===== src/rtl/noc_lfsr_traffic_gen_if.sv =====
// Local-port link from the traffic generator to the router: head packet plus valid/ready handshake.
interface noc_lfsr_traffic_gen_if #(
    parameter int DATA_W = 8,
    parameter int DEST_W = 4
);
    logic              out_valid;
    logic              out_ready;
    logic [DEST_W-1:0] out_dest;
    logic [DATA_W-1:0] out_data;

    modport master (output out_valid, output out_dest, output out_data, input out_ready);
    modport slave  (input out_valid, input out_dest, input out_data, output out_ready);
endinterface


===== src/rtl/noc_lfsr_traffic_gen.sv =====
// LFSR-driven packet source for one mesh node: injection decision, FWFT output FIFO,
// saturating statistics counters and a bounded-run state machine.
module noc_lfsr_traffic_gen #(
    parameter int          DATA_W     = 8,
    parameter int          N_NODES    = 16,
    parameter int          NODE_ID    = 0,
    parameter logic [15:0] SEED       = 16'hACE1,
    parameter logic [15:0] TAPS       = 16'hB400,
    parameter int          RATE       = 256,
    parameter int          FIFO_DEPTH = 4,
    parameter int          MAX_PKTS   = 0
) (
    input  logic                          clk,
    input  logic                          reset,
    input  logic                          Write,
    noc_lfsr_traffic_gen_if.master        tx,
    output logic [15:0]                   gen_count,
    output logic [15:0]                   pkt_count,
    output logic [15:0]                   drop_count,
    output logic                          done
);
    localparam int DEST_W = $clog2(N_NODES);
    localparam int PTR_W  = $clog2(FIFO_DEPTH);
    localparam int ENT_W  = DEST_W + DATA_W;

    localparam logic [1:0] IDLE  = 2'd0;
    localparam logic [1:0] RUN   = 2'd1;
    localparam logic [1:0] DRAIN = 2'd2;
    localparam logic [1:0] DONE  = 2'd3;

    // RATE spans 0..256, so the threshold needs nine bits to express "always inject".
    localparam logic [8:0]        RATE_TH = 9'(RATE);
    localparam logic [DEST_W-1:0] SELF    = DEST_W'(NODE_ID);
    localparam logic [15:0]       MAX_CNT = 16'(MAX_PKTS);
    localparam logic [PTR_W:0]    FULL_CNT = (PTR_W+1)'(FIFO_DEPTH);

    function automatic logic [15:0] sat_inc(input logic [15:0] v);
        return (v == 16'hFFFF) ? v : v + 16'd1;
    endfunction

    logic [1:0]        state;
    logic [15:0]       lfsr;
    logic [15:0]       lfsr_next;
    logic [ENT_W-1:0]  mem [FIFO_DEPTH];
    logic [PTR_W-1:0]  wr_ptr;
    logic [PTR_W-1:0]  rd_ptr;
    logic [PTR_W:0]    count;
    logic [ENT_W-1:0]  head;
    logic [ENT_W-1:0]  last_head;
    logic [DEST_W-1:0] raw_dest;
    logic [DEST_W-1:0] dest;
    logic              gen_en;
    logic              inject;
    logic              empty;
    logic              full;
    logic              pop;
    logic              push;
    logic              drop;

    always_comb begin
        gen_en    = (state == RUN) && Write;
        inject    = gen_en && ({1'b0, lfsr[7:0]} < RATE_TH);
        raw_dest  = lfsr[8 +: DEST_W];
        dest      = (raw_dest == SELF) ? (SELF ^ DEST_W'(1)) : raw_dest;
        empty     = (count == '0);
        full      = (count == FULL_CNT);
        pop       = !empty && tx.out_ready;
        // A pop in the same cycle frees a slot, so a full FIFO still accepts the push.
        push      = inject && (!full || pop);
        drop      = inject && full && !pop;
        lfsr_next = (lfsr >> 1) ^ (lfsr[0] ? TAPS : 16'h0000);
        head      = mem[rd_ptr];
    end

    // Outputs show the head while non-empty, otherwise the last packet handed over.
    assign tx.out_valid = !empty;
    assign {tx.out_dest, tx.out_data} = empty ? last_head : head;
    assign done = (state == DONE);

    always_ff @(posedge clk or negedge reset) begin
        if (!reset) begin
            state      <= IDLE;
            lfsr       <= SEED;
            wr_ptr     <= '0;
            rd_ptr     <= '0;
            count      <= '0;
            last_head  <= '0;
            gen_count  <= '0;
            pkt_count  <= '0;
            drop_count <= '0;
        end else begin
            if (gen_en) lfsr <= lfsr_next;
            if (push) begin
                wr_ptr    <= wr_ptr + PTR_W'(1);
                gen_count <= sat_inc(gen_count);
            end
            if (pop) begin
                rd_ptr    <= rd_ptr + PTR_W'(1);
                last_head <= head;
                pkt_count <= sat_inc(pkt_count);
            end
            if (push && !pop)      count <= count + (PTR_W+1)'(1);
            else if (!push && pop) count <= count - (PTR_W+1)'(1);
            if (drop) drop_count <= sat_inc(drop_count);

            case (state)
                IDLE:  if (Write) state <= RUN;
                RUN: begin
                    if (!Write)
                        state <= IDLE;
                    else if ((MAX_PKTS != 0) && push && (sat_inc(gen_count) == MAX_CNT))
                        state <= DRAIN;
                end
                DRAIN: if (empty) state <= DONE;
                default: state <= DONE;
            endcase
        end
    end

    // Storage carries data only; occupancy is tracked by the reset pointers above.
    always_ff @(posedge clk) begin
        if (push) mem[wr_ptr] <= {dest, gen_count[DATA_W-1:0]};
    end
endmodule

===== src/flat_wrapper.sv =====
// flat-port wrapper written by rule: the top's interface ports become plain ports
module noc_lfsr_traffic_gen_flat 
#(
    parameter int          DATA_W     = 8,
    parameter int          N_NODES    = 16,
    parameter int          NODE_ID    = 0,
    parameter logic [15:0] SEED       = 16'hACE1,
    parameter logic [15:0] TAPS       = 16'hB400,
    parameter int          RATE       = 256,
    parameter int          FIFO_DEPTH = 4,
    parameter int          MAX_PKTS   = 0
)
  (clk, reset, Write, gen_count, pkt_count, drop_count, done, tx_out_valid, tx_out_dest, tx_out_data, tx_out_ready);
  noc_lfsr_traffic_gen_if #(.DATA_W(DATA_W)) tx_i ();
  input  logic clk;
  input  logic reset;
  input  logic Write;
  output logic [15:0] gen_count;
  output logic [15:0] pkt_count;
  output logic [15:0] drop_count;
  output logic done;
  output wire logic [$bits(tx_i.out_valid)-1:0] tx_out_valid;
  output wire logic [$bits(tx_i.out_dest)-1:0] tx_out_dest;
  output wire logic [$bits(tx_i.out_data)-1:0] tx_out_data;
  input wire logic [$bits(tx_i.out_ready)-1:0] tx_out_ready;
  assign tx_out_valid = tx_i.out_valid;
  assign tx_out_dest = tx_i.out_dest;
  assign tx_out_data = tx_i.out_data;
  assign tx_i.out_ready = tx_out_ready;
  noc_lfsr_traffic_gen #(.DATA_W(DATA_W), .N_NODES(N_NODES), .NODE_ID(NODE_ID), .SEED(SEED), .TAPS(TAPS), .RATE(RATE), .FIFO_DEPTH(FIFO_DEPTH), .MAX_PKTS(MAX_PKTS)) u_core (.clk(clk), .reset(reset), .Write(Write), .tx(tx_i), .gen_count(gen_count), .pkt_count(pkt_count), .drop_count(drop_count), .done(done));
endmodule

===== config.mk =====
export PLATFORM = sky130hd
export DESIGN_NAME = noc_lfsr_traffic_gen_flat
export DESIGN_NICKNAME = d
export VERILOG_FILES = /design/src/rtl/noc_lfsr_traffic_gen_if.sv /design/src/rtl/noc_lfsr_traffic_gen.sv /design/src/flat_wrapper.sv
export SDC_FILE = /design/constraint.sdc
export NUM_CORES = 1
export LEC_CHECK = 0
export ABC_CLOCK_PERIOD_IN_PS = 8200
export CORE_MARGIN = 5
export CORE_UTILIZATION = 40
export DETAILED_ROUTE_END_ITERATION = 7
export HOLD_SLACK_MARGIN = 0.05
export PLACE_DENSITY = 0.69
export SETUP_SLACK_MARGIN = 0.2
export SYNTH_ARGS = -nofsm -noshare
export SYNTH_HDL_FRONTEND = slang
export SYNTH_SLANG_ARGS = --single-unit

===== constraint.sdc =====
create_clock -name clk -period 8.2 [get_ports clk]
set_input_delay 1.64 -clock clk [delete_from_list [all_inputs] [get_ports clk]]
set_output_delay 1.64 -clock clk [all_outputs]
set_load 0.05 [all_outputs]

* Word level (Yosys, flattened, before mapping)
Memories as Yosys holds them, arrays and structs flattened. Cells that the tools add are included.
Storage, ports and cells: output and inout port bits 62, memories 1, bits in read-only memories 0, flip-flop bits (word level) 85, memory bits (writable) 48, bits in latches 0
Memories:
- u_core.mem | depth 4, width 12, rd ports 1, clocked after Yosys merged registers in 0, wr ports 1, RTL line noc_lfsr_traffic_gen.sv:44 | logic [ENT_W-1:0] mem [FIFO_DEPTH];
Cells by class: bitwise gates (word level) 4, order comparisons 0, equality and inequality tests 10, mux-type cells 11, div/mod/pow operators 0, shift operators 0, add/sub/neg operators 7, $mul 0, reduce and logical (&&, ||, !) cells 20
Operator list (number):
- $add A16 B1 Y16 const B | 3
- $eq A16 B16 Y1 const B | 3
- $mux W16 | 1
- $xor A15 B16 Y16 | 1
- $mux W12 | 1
- $logic_and A1 B1 Y1 | 7
- $mux W2 | 3
- $mux W3 | 2
- $pmux W2 S3 | 1
- $reduce_and A2 Y1 | 3
- $add A2 B1 Y2 const B | 2
- $eq A2 B2 Y1 const B | 2
- $logic_not A1 Y1 | 4
- $logic_not A4 Y1 | 1
- $mux W4 | 1
- $ne A2 B2 Y1 const B | 2
- $add A3 B1 Y3 const B | 1
- $eq A3 B3 Y1 const B | 1
- $logic_not A3 Y1 | 1
- $not A1 Y1 | 3
- $reduce_and A3 Y1 | 1
- $sub A3 B1 Y3 const B | 1
- $eq A2 B1 Y1 const B | 1
- $logic_not A2 Y1 | 1
- other kinds (4) | 5

* Logic depth before layout (Yosys ltp)
word-level depth 9, gate-level depth with buffers 11

* Worst setup path before layout
No wires, ideal clock.
path type input to register, start input port tx_out_ready, end register u_core.count[2], arrival 3.477 ns, slack 4.644 ns, stages 10, data required time 8.121 ns, path through nor2b_1 -> inv_2 -> clkbuf_1 -> clkbuf_1 -> ha_1 -> inv_1 -> fa_1 -> xor2_1 -> nor2_1 -> xor2_1
On the way: cells in the longest elaborated chain, start to end 6
Ends and longest elaborated chain:
- start, declared | RTL line flat_wrapper.sv:25 | input wire logic [$bits(tx_i.out_ready)-1:0] tx_out_ready;
- $logic_and A1 B1 Y1 (*) | RTL line noc_lfsr_traffic_gen.sv:67 | pop = !empty && tx.out_ready;
- $logic_or A1 B1 Y1 | RTL line noc_lfsr_traffic_gen.sv:69 | push = inject && (!full || pop);
- $logic_and A1 B1 Y1 | RTL line noc_lfsr_traffic_gen.sv:69
- $logic_not A1 Y1 | RTL line noc_lfsr_traffic_gen.sv:103 | else if (!push && pop) count <= count - (PTR_W+1)'(1);
- $logic_and A1 B1 Y1 | RTL line noc_lfsr_traffic_gen.sv:103
- $reduce_bool A2 Y1 (no line)
- end signal, assigned | RTL line noc_lfsr_traffic_gen.sv:102 | if (push && !pop) count <= count + (PTR_W+1)'(1);
- end signal, assigned | RTL line noc_lfsr_traffic_gen.sv:103
- end, declared | RTL line noc_lfsr_traffic_gen.sv:47 | logic [PTR_W:0] count;
Mark *: on every way between the ends. The rest lies on a longest branch, timed or not. A chain may end at the register's enable or synchronous reset.

* Final worst setup path
start register u_core.rd_ptr[0], end output port tx_out_dest[1]
On the way: cells in the longest elaborated chain, start to end 2
Ends and longest elaborated chain:
- start, declared | RTL line noc_lfsr_traffic_gen.sv:46 | logic [PTR_W-1:0] rd_ptr;
- start signal, assigned | RTL line noc_lfsr_traffic_gen.sv:98 | rd_ptr <= rd_ptr + PTR_W'(1);
- $mem_v2 Z4 W12
- $mux W12 | RTL line noc_lfsr_traffic_gen.sv:77 | assign {tx.out_dest, tx.out_data} = empty ? last_head : head;
- end, declared | RTL line flat_wrapper.sv:23 | output wire logic [$bits(tx_i.out_dest)-1:0] tx_out_dest;
No other way between the ends.

==> impl.org <==
** Critical path
- STA classifies the critical path endpoint as a primary output.
- Worst reg-to-reg path cell count :: 9
- The endpoint identified for the worst register-to-register timing path is u_core.count[2]$_DFFE_PN0P_.
- The critical path is of the register to primary output type.
- Arrival time worst endpoint :: ~2900 ps
- Max FO, Critical Path :: 14
- The slowest stage of the critical path is the sky130_fd_sc_hd__dfrtp_1 cell.
- Crit Reg-Reg Startpoint :: u_core.state[1]$_DFFE_PN0P_
- STA classifies the critical path startpoint as a register.
- Timing startpoint of the critical path :: u_core.rd_ptr[0]$_DFFE_PN0P_
- The setup check on the worst reg-to-reg path leaves a slack of 5530 ps.
- Worst EP required :: 6560 ps
- Maximum cell stage delay along the critical path :: 870 ps
- Crit-path cells :: mux4_2 > mux2_2 > clkdlybuf4s50_1

** Timing
- Of the available clock period, the critical path in the final layout requires 55.4%.
- Setup repair after global routing left no endpoint under its margin.
- For the pin with the worst max-slew slack, the measured transition is 836 ps.
- TNS Setup :: 0 ps
- Final count of pins violating max slew :: 0
- The worst path needs ~4500 ps of the cycle, external delays included.
- For this run, the top clock speed supported by timing is ~0.22 GHz.
- The final-report hold violation count was 0.
- For the final database, setup skew stands at 7.89 ps.
- Setup violations remaining at the end of the flow were counted as 0.
- Tightest slew margin relative to the limit :: 44.1%
- Worst path setup slack after routing :: 3660 ps

** Clocking
- Level count of the clock H-tree :: 4
- CTS sink cnt :: between 100 and 150
- The number of setup buffers added after CTS is 0.
- The clock reaches the later pin of the worst-skew pair after 410 ps.
- Post-CTS Hold Fix Bufs :: 0
- Clock-pin slew was measured on the worst setup and hold paths at 60 ps.
- Maximum buffer depth of the clock tree :: 2
- Library cell used as clock root buffer :: sky130_fd_sc_hd__clkbuf_16
- In this run, CTS created clock tree buffers numbering 17.
- Clock tree from TritonCTS :: yes
- Post_cts resized :: 0

** Layout
- Most common cell after layout, fill and taps aside :: sky130_fd_sc_hd__nand2_1
- Highest-count cells in the layout ignoring fill and taps :: sky130_fd_sc_hd__nand2_1 (96), sky130_fd_sc_hd__dfrtp_1 (77), sky130_fd_sc_hd__clkdlybuf4s50_1 (64)
- Number of inserted filler cells in the final layout :: 1,248
- In the final design database the tool counted ~550 nets.
- Fraction of final layout cells with drive strength greater than 1 :: 15.0%
- Syn-to-layout area delta :: 24.6%
- Antenna cells :: 0
- Fin util :: 50.6%

** Floorplanning
- The region available for standard cell placement spans 0.0144 sq mm.
- Row generation in the floorplan step produced 44 rows.
- Die Span Y :: 131 microns
- From left edge to right edge, the die measures 131 microns.
- Die area :: approximately 0.017 sq mm
- Effective utilization at floorplan :: between 40% and 50%
- Number of ports placed on the die boundary :: 66

** Place
- DP HPWL :: between 7000 and 8000 microns
- Routability congestion estimate :: 0.773
- Buffers on Ports :: 65
- Post-placement setup slack :: 3830 ps

** Pwr
- Leakage :: 3.02 nW
- Total power per unit cell area :: 346 mW/mm^2
- Max VDD drop :: ~0.00019 V

** Min path
- Hold Crit Class :: register to register
- In this run the most critical hold path is launched from u_core.state[1]$_DFFE_PN0P_.
- Counting instances, the worst hold path has a depth of 0.
- Worst-case hold path end point :: u_core.state[1]$_DFFE_PN0P_

** GRT
- Largest net degree at the start of global routing :: 56
- Summed over all layers, the global routing overflow is 0.
- Number of global-route vias before repair :: 3,801
- The initial antenna violation count is 0.
- Global router's overall resource usage :: between 10 and 15%
- First-pass GRT wire length :: 19,300 microns

** Logic synthesis
- Number of instances in the synthesized netlist :: 467
- Total number of yosys warnings :: 0
- Counting flops and latches in the post-synthesis netlist gives about 130.
- In the synthesized netlist the async set-or-reset flop fraction comes to 63.9%.
- The share of synthesized area in the top cell type comes to roughly a third.
- Dominant synthesized flop cell :: sky130_fd_sc_hd__dfrtp_1
- Fraction of the yosys area taken by sequential cells :: 61.1%
- Post-synthesis cell area :: just under 0.006 sq mm
- Counting flops with a built-in enable in the synthesized netlist gives 48.
- Nets in the synthesized netlist :: 480
- In this run, distinct cell masters in the synthesized netlist total 49.
- Ranked by total cell area, the synthesized netlist is headed by sky130_fd_sc_hd__dfrtp_1 (33%), sky130_fd_sc_hd__edfxtp_1 (25%), sky130_fd_sc_hd__nand2_1 (6.2%).
- Avg Inst Size Synth :: 12.5 sq um
- Summed over all instances, the cell type with the most area after synthesis is sky130_fd_sc_hd__dfrtp_1.

** Route
- Summing over every cut layer, the via total after detailed routing is 3,732.
- The pre-antenna-repair detailed-routing pass consisted of 4 iterations.
- Dividing the detail-routed wire length by the instance count gives 15.9 microns.
- Residual antenna-violating net count after detailed routing :: 0
- DR DRC count :: 0
- Count of routing violations after the opening detailed-route iteration :: 234
- Vias per Instance :: 5.11
- Total length of routed wires :: 11,600 microns

** Job
- Max-cap violations in this run came to 0.

** Status
- Status :: complete, no violations
==> cells by family (layout without fill, tap and decap cells) <==
family,Yosys count,after routing,share of synthesized area (%)
compound gates,20,20,2.20
xor+xnor,46,46,6.88
fa+ha+maj,9,9,2.05
buf+inv,30,109,1.96
flops,133,133,61.1
mux,33,33,8.63
simple gates,196,196,17.2
==> critical path: cells and delay by family (launching register included) <==
kind / cells / cell delay (ps)
buffers and inverters: 1 / 700
flip-flops: 1 / 870
multiplexers: 2 / 920
==> state kept, by name (all words and copies together), names as in the netlist <==
| register | count |
|---|---|
| u_core.mem | 48 |
| u_core.last_head | 12 |
| u_core.count | 3 |
| u_core.pkt_count | 16 |
| u_core.wr_ptr | 2 |
| u_core.drop_count | 16 |
| u_core.state | 2 |
| u_core.gen_count | 16 |
| u_core.lfsr | 16 |
| u_core.rd_ptr | 2 |
==> final cells by class <==
cell class                 count  area (sq um)  share of cell area [%]
clock buffer                  19           443                    6.07
clock inverter                13           181                    2.48
inverter                       9          33.8                   0.463
multi-input combinational    304          2160                    29.6
sequential                   133          3580                    49.0
tap                          184           230                    3.15
timing repair buffer          68           671                    9.18
==> routing by layer <==
metal | part of all wire [%] | GRT usage, % | up-vias
met1 | 46 | 19.2 | 1846
met5 | 0 | 0 | -
met2 | 48 | 22.8 | 81
li1 | - | - | 1793
met3 | 4.5 | 4.35 | 12
met4 | 1.3 | 4.66 | 0
==> how the worst max path moves through the flow <==
stage / endpoint / slack [ps] / depth (start not counted)
global placement: u_core.count[2]$_DFFE_PN0P_ / 3930 / 10
detailed placement: u_core.count[2]$_DFFE_PN0P_ / 3830 / 10
finish: tx_out_dest[1] / 3660 / 3
global route: tx_out_dest[1] / 3470 / 3
CTS: tx_out_dest[1] / 3580 / 3
floorplan: u_core.count[2]$_DFFE_PN0P_ / 4640 / 10
==> Yosys cell counts (all sizes together), types with 2 or more instances <==
cell type   n
nand2      96
dfrtp      77
edfxtp     48
xor2       28
mux2       20
nand3      18
xnor2      18
clkbuf     17
nor3       14
nand4      13
nor2       13
mux4       12
and3       10
inv         9
dfstp       8
ha          8
and4        7
o21ai       7
nor4        6
a211oi      5
and2        4
buf         4
a21oi       3
nor3b       2
nor4b       2
or4         2
==> where the power goes <==
| part | leakage, nW | switching, mW | internal (mW) |
|---|---|---|---|
| clock network | 0.294 | 0.278 | 0.515 |
| logic | 1.22 | 0.479 | 0.307 |
| registers | 1.51 | 0.137 | 0.813 |
==> metrics by stage <==
stage / hold slack [ps] / cells / power [mW] / cell area (sq um)
finish: 456 / 730 / 2.53 / 7300
detailed placement: 440 / 698 / 1.76 / 6680
global placement: 423 / 698 / 1.74 / 6680
global route: 474 / 730 / 2.65 / 7300
floorplan: 435 / 467 / 1.49 / 5860
CTS: 456 / 730 / 2.56 / 7300
(Power assumes the default switching activity.)
